===== config.mk =====
export PLATFORM = sky130hd
export DESIGN_NAME = lagarto_multihart_rst_seq_flat
export DESIGN_NICKNAME = d
export VERILOG_FILES = /design/src/rtl/lagarto_multihart_rst_seq_pkg.sv /design/src/rtl/lagarto_multihart_rst_seq_if.sv /design/src/rtl/lagarto_multihart_rst_seq_sync.sv /design/src/rtl/lagarto_multihart_rst_seq.sv /design/src/flat_wrapper.sv
export SDC_FILE = /design/constraint.sdc
export NUM_CORES = 1
export LEC_CHECK = 0
export ABC_AREA = 1
export ABC_CLOCK_PERIOD_IN_PS = 1840
export CELL_PAD_IN_SITES_DETAIL_PLACEMENT = 1
export CELL_PAD_IN_SITES_GLOBAL_PLACEMENT = 1
export CORE_ASPECT_RATIO = 1.4
export CORE_MARGIN = 10
export CORE_UTILIZATION = 43
export DETAILED_ROUTE_END_ITERATION = 6
export PLACE_DENSITY_LB_ADDON = 0.1
export SETUP_SLACK_MARGIN = 0.15
export SYNTH_ARGS = -nofsm -noshare
export SYNTH_HDL_FRONTEND = slang
export SYNTH_SLANG_ARGS = --single-unit

===== constraint.sdc =====
create_clock -name clk_i -period 1.84 [get_ports clk_i]
set_input_delay 0.184 -clock clk_i [delete_from_list [all_inputs] [get_ports clk_i]]
set_output_delay 0.184 -clock clk_i [all_outputs]
set_load 0.03 [all_outputs]

===== src/rtl/lagarto_multihart_rst_seq_pkg.sv =====
// Shared types and width helpers for the Lagarto multi-hart reset sequencer.
package lagarto_rst_pkg;

    typedef enum logic [2:0] {
        WAKE,
        RELEASE,
        RUN,
        DRAIN,
        HOLD
    } seq_state_e;

    // Width of a counter whose largest value is max_val (never below 1 bit).
    function automatic int cnt_width(input int max_val);
        return (max_val < 1) ? 1 : $clog2(max_val + 1);
    endfunction

    // Width of an index selecting one of n items (never below 1 bit).
    function automatic int idx_width(input int n);
        return (n > 1) ? $clog2(n) : 1;
    endfunction

endpackage


===== src/rtl/lagarto_multihart_rst_seq_if.sv =====
// Per-hart control/status bundle between the tile and the reset sequencer.
interface lagarto_multihart_rst_seq_if #(
    parameter int NumHarts = 4
);
    import lagarto_rst_pkg::*;

    localparam int IdxW = idx_width(NumHarts);

    logic [NumHarts-1:0] hart_en_i;
    logic [NumHarts-1:0] soft_rst_req_i;
    logic [NumHarts-1:0] l15_idle_i;
    logic [NumHarts-1:0] hart_rst_no;
    logic                seq_done_o;
    logic                busy_o;
    logic                timeout_o;
    logic [IdxW-1:0]     timeout_hart_o;

    modport master (
        output hart_en_i, soft_rst_req_i, l15_idle_i,
        input  hart_rst_no, seq_done_o, busy_o, timeout_o, timeout_hart_o
    );

    modport slave (
        input  hart_en_i, soft_rst_req_i, l15_idle_i,
        output hart_rst_no, seq_done_o, busy_o, timeout_o, timeout_hart_o
    );

endinterface


===== src/rtl/lagarto_multihart_rst_seq_sync.sv =====
// Per-hart reset output chain: SyncStages flops with a synchronous clear.
module lagarto_rst_sync #(
    parameter int SyncStages = 2
) (
    input  logic clk_i,
    input  logic clr_i,
    input  logic d_i,
    output logic q_o
);

    logic [SyncStages-1:0] chain_q;

    always_ff @(posedge clk_i) begin
        if (clr_i) begin
            chain_q <= '0;
        end else begin
            chain_q[0] <= d_i;
            for (int i = 1; i < SyncStages; i++) begin
                chain_q[i] <= chain_q[i-1];
            end
        end
    end

    assign q_o = chain_q[SyncStages-1];

endmodule


===== src/rtl/lagarto_multihart_rst_seq.sv =====
// Multi-hart reset sequencer: power-on wake delay, staggered release,
// hot-plug masking and drained per-hart soft reset.
module lagarto_multihart_rst_seq
    import lagarto_rst_pkg::*;
#(
    parameter int NumHarts      = 4,
    parameter int WakeCycles    = 32768,
    parameter int StaggerCycles = 8,
    parameter int SyncStages    = 2,
    parameter int DrainTimeout  = 1024,
    parameter int HoldCycles    = 16
) (
    input  logic                       clk_i,
    input  logic                       rst_i,
    lagarto_multihart_rst_seq_if.slave seq
);

    localparam int WakeW  = cnt_width(WakeCycles);
    localparam int SlotW  = cnt_width(StaggerCycles - 1);
    localparam int RelW   = cnt_width(NumHarts);
    localparam int DrainW = cnt_width(DrainTimeout - 1);
    localparam int HoldW  = cnt_width(HoldCycles - 1);
    localparam int IdxW   = idx_width(NumHarts);

    seq_state_e          state_q, state_d;
    logic [WakeW-1:0]    wake_cnt_q, wake_cnt_d;
    logic [SlotW-1:0]    slot_cnt_q, slot_cnt_d;
    logic [RelW-1:0]     rel_idx_q, rel_idx_d;
    logic [DrainW-1:0]   drain_cnt_q, drain_cnt_d;
    logic [HoldW-1:0]    hold_cnt_q, hold_cnt_d;
    logic [NumHarts-1:0] raw_q, raw_d;
    logic [NumHarts-1:0] pending_q, pending_d;
    logic [IdxW-1:0]     svc_idx_q, svc_idx_d;
    logic                seq_done_q, seq_done_d;
    logic                busy_q, busy_d;
    logic                timeout_q, timeout_d;
    logic [IdxW-1:0]     timeout_hart_q, timeout_hart_d;

    logic [NumHarts-1:0] new_req;
    logic [NumHarts-1:0] svc_mask;
    logic [NumHarts-1:0] rest;
    logic                svc_idle;

    function automatic logic [IdxW-1:0] lowest_idx(input logic [NumHarts-1:0] v);
        logic [IdxW-1:0] r;
        r = '0;
        for (int i = NumHarts - 1; i >= 0; i--) begin
            if (v[i]) r = IdxW'(i);
        end
        return r;
    endfunction

    assign new_req  = seq.soft_rst_req_i & seq.hart_en_i;
    assign svc_mask = NumHarts'(1) << svc_idx_q;
    assign svc_idle = |(seq.l15_idle_i & svc_mask);

    always_comb begin
        // NOTE: every _d gets a hold/default value first so no path infers a latch.
        state_d        = state_q;
        wake_cnt_d     = wake_cnt_q;
        slot_cnt_d     = slot_cnt_q;
        rel_idx_d      = rel_idx_q;
        drain_cnt_d    = drain_cnt_q;
        hold_cnt_d     = hold_cnt_q;
        raw_d          = raw_q;
        pending_d      = pending_q;
        svc_idx_d      = svc_idx_q;
        seq_done_d     = seq_done_q;
        timeout_d      = 1'b0;
        timeout_hart_d = timeout_hart_q;
        rest           = '0;

        unique case (state_q)
            WAKE: begin
                if (wake_cnt_q != WakeW'(WakeCycles)) wake_cnt_d = wake_cnt_q + 1'b1;
                if (wake_cnt_q == WakeW'(WakeCycles - 1)) state_d = RELEASE;
            end
            RELEASE: begin
                slot_cnt_d = (slot_cnt_q == SlotW'(StaggerCycles - 1)) ? '0 : slot_cnt_q + 1'b1;
                if (slot_cnt_q == '0) begin
                    // Disabled harts still burn their slot so release timing is fixed.
                    for (int i = 0; i < NumHarts; i++) begin
                        if (rel_idx_q == RelW'(i)) raw_d[i] = seq.hart_en_i[i];
                    end
                    if (rel_idx_q != RelW'(NumHarts)) rel_idx_d = rel_idx_q + 1'b1;
                    if (rel_idx_q == RelW'(NumHarts - 1)) begin
                        seq_done_d = 1'b1;
                        state_d    = RUN;
                    end
                end
            end
            RUN: begin
                raw_d     = seq.hart_en_i;
                pending_d = pending_q | new_req;
                if (|pending_d) begin
                    svc_idx_d   = lowest_idx(pending_d);
                    drain_cnt_d = '0;
                    state_d     = DRAIN;
                end
            end
            DRAIN: begin
                pending_d = pending_q | new_req;
                raw_d     = (seq.hart_en_i & ~svc_mask) | (raw_q & svc_mask);
                if (drain_cnt_q != DrainW'(DrainTimeout - 1)) drain_cnt_d = drain_cnt_q + 1'b1;
                if (svc_idle || drain_cnt_q == DrainW'(DrainTimeout - 1)) begin
                    timeout_d      = !svc_idle;
                    timeout_hart_d = svc_idle ? timeout_hart_q : svc_idx_q;
                    raw_d          = raw_d & ~svc_mask;
                    hold_cnt_d     = '0;
                    state_d        = HOLD;
                end
            end
            HOLD: begin
                pending_d = pending_q | new_req;
                raw_d     = (seq.hart_en_i & ~svc_mask) | (raw_q & svc_mask);
                if (hold_cnt_q != HoldW'(HoldCycles - 1)) hold_cnt_d = hold_cnt_q + 1'b1;
                if (hold_cnt_q == HoldW'(HoldCycles - 1)) begin
                    raw_d     = seq.hart_en_i & svc_mask | (raw_d & ~svc_mask);
                    rest      = (pending_q | new_req) & ~svc_mask;
                    pending_d = rest;
                    // Chain straight into the next queued hart so busy_o never gaps.
                    if (|rest) begin
                        svc_idx_d   = lowest_idx(rest);
                        drain_cnt_d = '0;
                        state_d     = DRAIN;
                    end else begin
                        state_d = RUN;
                    end
                end
            end
            default: state_d = WAKE;
        endcase

        busy_d = (state_d == DRAIN) || (state_d == HOLD);
    end

    always_ff @(posedge clk_i) begin
        if (rst_i) begin
            state_q        <= WAKE;
            wake_cnt_q     <= '0;
            slot_cnt_q     <= '0;
            rel_idx_q      <= '0;
            drain_cnt_q    <= '0;
            hold_cnt_q     <= '0;
            raw_q          <= '0;
            pending_q      <= '0;
            svc_idx_q      <= '0;
            seq_done_q     <= 1'b0;
            busy_q         <= 1'b0;
            timeout_q      <= 1'b0;
            timeout_hart_q <= '0;
        end else begin
            state_q        <= state_d;
            wake_cnt_q     <= wake_cnt_d;
            slot_cnt_q     <= slot_cnt_d;
            rel_idx_q      <= rel_idx_d;
            drain_cnt_q    <= drain_cnt_d;
            hold_cnt_q     <= hold_cnt_d;
            raw_q          <= raw_d;
            pending_q      <= pending_d;
            svc_idx_q      <= svc_idx_d;
            seq_done_q     <= seq_done_d;
            busy_q         <= busy_d;
            timeout_q      <= timeout_d;
            timeout_hart_q <= timeout_hart_d;
        end
    end

    for (genvar g = 0; g < NumHarts; g++) begin : g_sync
        lagarto_rst_sync #(.SyncStages(SyncStages)) u_sync (
            .clk_i (clk_i),
            .clr_i (rst_i),
            .d_i   (raw_q[g]),
            .q_o   (seq.hart_rst_no[g])
        );
    end

    assign seq.seq_done_o     = seq_done_q;
    assign seq.busy_o         = busy_q;
    assign seq.timeout_o      = timeout_q;
    assign seq.timeout_hart_o = timeout_hart_q;

endmodule


===== src/flat_wrapper.sv =====
// flat-port wrapper written by rule: the top's interface ports become plain ports
module lagarto_multihart_rst_seq_flat import lagarto_rst_pkg::*;
#(
    parameter int NumHarts      = 4,
    parameter int WakeCycles    = 32768,
    parameter int StaggerCycles = 8,
    parameter int SyncStages    = 2,
    parameter int DrainTimeout  = 1024,
    parameter int HoldCycles    = 16
)
  (clk_i, rst_i, seq_hart_en_i, seq_soft_rst_req_i, seq_l15_idle_i, seq_hart_rst_no, seq_seq_done_o, seq_busy_o, seq_timeout_o, seq_timeout_hart_o);
  lagarto_multihart_rst_seq_if #(.NumHarts(NumHarts)) seq_i ();
  input  logic clk_i;
  input  logic rst_i;
  input wire logic [$bits(seq_i.hart_en_i)-1:0] seq_hart_en_i;
  input wire logic [$bits(seq_i.soft_rst_req_i)-1:0] seq_soft_rst_req_i;
  input wire logic [$bits(seq_i.l15_idle_i)-1:0] seq_l15_idle_i;
  output wire logic [$bits(seq_i.hart_rst_no)-1:0] seq_hart_rst_no;
  output wire logic [$bits(seq_i.seq_done_o)-1:0] seq_seq_done_o;
  output wire logic [$bits(seq_i.busy_o)-1:0] seq_busy_o;
  output wire logic [$bits(seq_i.timeout_o)-1:0] seq_timeout_o;
  output wire logic [$bits(seq_i.timeout_hart_o)-1:0] seq_timeout_hart_o;
  assign seq_i.hart_en_i = seq_hart_en_i;
  assign seq_i.soft_rst_req_i = seq_soft_rst_req_i;
  assign seq_i.l15_idle_i = seq_l15_idle_i;
  assign seq_hart_rst_no = seq_i.hart_rst_no;
  assign seq_seq_done_o = seq_i.seq_done_o;
  assign seq_busy_o = seq_i.busy_o;
  assign seq_timeout_o = seq_i.timeout_o;
  assign seq_timeout_hart_o = seq_i.timeout_hart_o;
  lagarto_multihart_rst_seq #(.NumHarts(NumHarts), .WakeCycles(WakeCycles), .StaggerCycles(StaggerCycles), .SyncStages(SyncStages), .DrainTimeout(DrainTimeout), .HoldCycles(HoldCycles)) u_core (.clk_i(clk_i), .rst_i(rst_i), .seq(seq_i));
endmodule

# After elaboration in Yosys (flattened, before gate mapping)
# Index checks and enable logic that the tools add are counted.
# W data, S select, Z words.
[word_totals] register_bits=62 input_bits=14 out_inout_bits=9
[classes] n_addsub=5 eq_ne=28 n_shift=1 muxes=39 bitwise_logic=14 reduce_logical=27
[ops] cell="$mux W10" n=4
[ops] cell="$pmux W10 S3" n=1
[ops] cell="$and A4 B4 Y4" n=7
[ops] cell="$mux W4" n=6
[ops] cell="$reduce_and A3 Y1" n=8
[ops] cell="$mux W2" n=11
[ops] cell="$ne A2 B1 Y1 const B" n=11
[ops] cell="$mux W3" n=7
[ops] cell="$add A16 B1 Y16 const B" n=1
[ops] cell="$eq A16 B15 Y1 const B" n=1
[ops] cell="$ne A16 B16 Y1 const B" n=1
[ops] cell="$pmux W4 S2" n=2
[ops] cell="$pmux W4 S4" n=1
[ops] cell="$eq A3 B2 Y1 const B" n=5
[ops] cell="$pmux W3 S5" n=1
[ops] cell="$or A4 B4 Y4" n=3
[ops] cell="$reduce_or A4 Y1" n=3
[ops] cell="$add A10 B1 Y10 const B" n=1
[ops] cell="$eq A10 B10 Y1 const B" n=1
[ops] cell="$ne A10 B10 Y1 const B" n=1
[ops] cell="$eq A3 B3 Y1 const B" n=3
[ops] cell="$logic_not A3 Y1" n=3
[ops] cell="$add A3 B1 Y3 const B" n=2
[ops] cell="$eq A3 B1 Y1 const B" n=2
[ops] cell="19 further kinds" n=28

# Longest topological paths before layout
[logic_depth] ltp_word=10 ltp_mapped=11 mapped_depth_nobuf=11

# Modules after synthesis
# A second synthesis with hierarchy kept.
[hier_totals] hier_cells=499 hier_area_um2=3429.5
[by_module_without_submodules] mod="lagarto_multihart_rst_seq" instances=1 cells_per_inst=475 area_each_um2=3209.3
[by_module_without_submodules] mod="lagarto_rst_sync" instances=4 cells_per_inst=6 area_each_um2=55.1

# Least setup slack after synthesis
# No wires, ideal clock.
[synth_timing] kind="reg2reg" startpoint="register u_core.drain_cnt_q[0]" endpoint="register u_core.drain_cnt_q[9]" setup_time_ps=67 arrival_ps=1474 required_time_ps=1773 setup_slack_ps=299 stages_incl_launch_ff=11 cell_sequence="dfxtp_1 -> ha_1 -> inv_1 -> nor2_2 -> nand3_2 -> nor2_1 -> inv_1 -> nand3_2 -> buf_6 -> nand2_2 -> a21oi_2"
[synth_between] elab_chain_cells=3 elab_cells_between_ends=6
[synth_rtl] element="from (decl)" line="lagarto_multihart_rst_seq.sv:29" text="logic [DrainW-1:0] drain_cnt_q, drain_cnt_d;"
[synth_rtl] element="from (signal assigned)" line="lagarto_multihart_rst_seq.sv:157" text="drain_cnt_q <= drain_cnt_d;"
[synth_rtl] element="$add A10 B1 Y10 / $ne A10 B10 Y1 (equally long branches)" line="lagarto_multihart_rst_seq.sv:104" text="if (drain_cnt_q != DrainW'(DrainTimeout - 1)) drain_cnt_d = drain_cnt_q + 1'b1;"
[synth_rtl] element="$mux W10 / $ne A2 B1 Y1 (equally long branches)"
[synth_rtl] element="$pmux W10 S3 / $reduce_and A5 Y1 (equally long branches)"
# Parallel ways exist; a longest one is shown, timed or not. The select of a mux whose other input is x is not followed.
# A chain may end at the register's enable or synchronous reset.

# Worst setup path after layout
[layout_timing] startpoint="register u_core.drain_cnt_q[1]" endpoint="register u_core.drain_cnt_q[4]"
# The elaborated chain is that of the path after synthesis.

==> results.ini <==
[clock_network]
root_buffer=clkbuf_16
clk-insertion-delay-late_ns=0.33
clockBufferDepth=2
ctsHoldBuffers=0
clkSlewWorstSetupHoldPaths_ns=0.05
clock-sinks=62
cts_tree=built
h-tree-depth=3
numCtsBuffers=9

[timing]
rsz0062_at_grt=true
tightest_slew_ns=0.376
fin_skew_ns=0.00284
final.min_clock_period_ns=1.61
max-slew-margin-rel_pct=74.9
finalSetupViolCount=0
fin_crit_sh_pct=87.3
timing.fmax_mhz=623
worst_slack_ns=0.234
slew_violations=0
finalSetupTns_ns=0
hold_viol=0

[hold_path]
hold_path_class=reg2reg

[critical_path]
critPathMaxStageDelay_ns=0.35
worst_ep_required_time_ns=2.10
path_delay_family=simple AND/OR/NAND/NOR gates
cp-start-kind=flip-flop
critPathSlowestCell=dfxtp_2
crit_fanout=8
cp.arrival_ns=1.87
cp_num_buf_inv=3
critPathCaptureType=flip-flop
crit_type=reg2reg
cp_cell_sequence=ha_2, inv_1, nor2_4, nand3_4, nor2_4, inv_1, nand3_4, buf_12, nand2_2, a21oi_2

[yosys]
yosys.area.top_type=dfxtp_1
synth-seq-cells=62
synthMuxAreaShare_pct=0
syn-instance-count=524
synthXorXnorAreaFrac_pct=3.22
netlist_area_um2=3530
synthFlopType=dfxtp_1
synth_most_common_cell=nand2_1
syn_nets=550
synth_top_cell_area_share_pct=35.2
synth-adder-area-share_pct=4.25
synth_area_leaders=dfxtp_1 (35%), nand2_1 (12%), inv_1 (7.4%), nor2_1 (6.1%), nand3_1 (5.2%)
synth_seq_area_share_pct=35.2
synth-simple-area-share_pct=33.0
synth-compound-area-share_pct=13.9
ys_top_cells_by_count=nand2_1 (112), inv_1 (70), dfxtp_1 (62), nor2_1 (57), nand3_1 (37)
yosys.cell_types.count=29
ys_async_sr_fraction_pct=0
ys.warnings.count=0
avgSynthCellArea_um2=6.74
synth_edf_count=0
synth_top_family_by_area=simple AND/OR/NAND/NOR gates

[power]
swShare_pct=21.5
p_clk_share_pct=55.4
power.leakage_nw=1.83
p_comb_share_pct=4.1
power_density_nw_per_um2=746
ir_drop_v=0.000471
intPower_w=0.00263
seq_power_share_pct=40.5
p_switching_w=0.000720

[global_route]
grtUsageTotal_pct=17.5
antenna_found_initial=0
grt_max_degree=28
grt_pass1_vias=3770
grt_overflow=0
grt_pass1_wl_um=17300

[routing]
met1_length_um=4270
routedWlPerCell_um=15.5
wirelength_um=10500
dr_total_vias=3569
ant_nets=0
drc_errors=0
route.met3.wl_um=238
highest_layer=met4
first_pass_iters=4
vias_per_cell=5.26
wl_met2_um=5770
drt-initial-drc-count=104

[layout]
finalNetCount=598
drive_above_1_share_pct=18.7
final_area_um2=4490
insertedDiodeCount=0
fin_util_pct=55.4
syn_to_final_growth_pct=27.1

[floorplan]
core_area_um2=8100
rows=39
pin_count=23
dieArea_um2=12300
die_w_um=96.6
start_util_pct=43.6
die_h_um=127

[status]
status=finished, final reports clean

[placed_design]
placed_cell_area_um2=3960
place_ws_ns=-0.0919
io_buffer_count=22
dp.final_hpwl_um=7470
gp_congestion=0.820

[job]
cap_violations=0

final cells by class:
cell class	count	area (um2)
fill	1054	3610
multi-input combinational	373	2040
sequential	62	1250
timing repair buffer	52	470
inverter	74	278
clock buffer	10	239
tap	102	128
clock inverter	6	85.1
layer usage:
layer / vias up / track usage [%]
met5: - / 0
met3: 15 / 4.40
met1: 1716 / 19.3
met2: 59 / 31.0
met4: 0 / 6.43
li1: 1779 / -
layout by cell type (no fill, tap or decap), types with 3 or more instances in the layout:
master / n
nand2_2: 17
nor2_1: 51
nand2_1: 112
a21oi_1: 33
a21oi_2: 8
nor3_1: 12
clkdlybuf4s50_1: 22
nand4_1: 9
o21ai_0: 29
nand3_4: 3
xor2_1: 13
nor2_4: 8
dfxtp_2: 4
inv_1: 69
dfxtp_1: 58
o21ai_1: 5
inv_2: 5
clkbuf_16: 9
a31oi_1: 7
nand3_2: 3
buf_4: 28
or2_2: 4
nor2_2: 3
nand3_1: 35
ha_1: 9
state kept, by name, summed over array words and instances, names as in the netlist:
signal / flops
u_core.seq.timeout_o: 1
u_core.state_q: 3
u_core.drain_cnt_q: 10
u_core.rel_idx_q: 3
u_core.g_sync.u_sync.chain_q: 8
u_core.pending_q: 4
u_core.seq.timeout_hart_o: 2
u_core.hold_cnt_q: 4
u_core.seq.seq_done_o: 1
u_core.seq.busy_o: 1
u_core.raw_q: 4
u_core.svc_idx_q: 2
u_core.wake_cnt_q: 16
u_core.slot_cnt_q: 3
through the flow:
stage	instances	hold slack, ns	total power, W
after CTS	676	0.408	0.00338
after global placement	655	0.395	0.00151
final	679	0.404	0.00335
after detailed placement	655	0.400	0.00152
after global routing	679	0.426	0.00345
after floorplan	524	0.388	0.00145
logic make-up (layout without fill, tap and decap cells):
family	after synthesis	after routing
AND/OR/NAND/NOR	260	260
buffers and inverters	89	142
AO/OA/AOI/OAI	88	88
flip-flops	62	62
XOR/XNOR	13	13
adder cells (fa/ha/maj)	12	12
power groups by stage:
stage / Clock [W] / Combinational (W) / Sequential, W
5_1_grt: 0.00195 / 0.000154 / 0.00135
4_1_cts: 0.00189 / 0.000137 / 0.00135
3_3_place_gp: 0 / 0.000132 / 0.00138
3_5_place_dp: 0 / 0.000136 / 0.00138
2_1_floorplan: 0 / 0.0000711 / 0.00138
6_report: 0.00185 / 0.000138 / 0.00135
timing repair:
item | in CTS | in global routing
buffers inserted | 5 | 3
endpoints found under the setup margin | 14 | 26
pin swaps | 3 | 4
cloned | 0 | 0
resized for setup | 6 | 26
worst reg2reg max path, delay by kind of cell (launching register included):
family,cells,cell delay (ns)
fa+ha+maj,1,0.19
simple gates,5,0.60
compound gates,1,0.12
buf+inv,3,0.27
flops,1,0.35
final timing paths:
check	startpoint	to	slack [ns]	cells past startpoint
worst max-delay path	u_core.drain_cnt_q[1]$_SDFFE_PP0P_	u_core.drain_cnt_q[4]$_SDFFE_PP0P_	0.23	10
worst min-delay path	u_core.g_sync[3].u_sync.chain_q[0]$_SDFF_PP0_	u_core.g_sync[3].u_sync.chain_q[1]$_SDFF_PP0_	0.40	2
worst max register to register	u_core.drain_cnt_q[1]$_SDFFE_PP0P_	u_core.drain_cnt_q[4]$_SDFFE_PP0P_	0.23	10
worst min register to register	u_core.g_sync[3].u_sync.chain_q[0]$_SDFF_PP0_	u_core.g_sync[3].u_sync.chain_q[1]$_SDFF_PP0_	0.40	2
(Power assumes the default switching activity.)
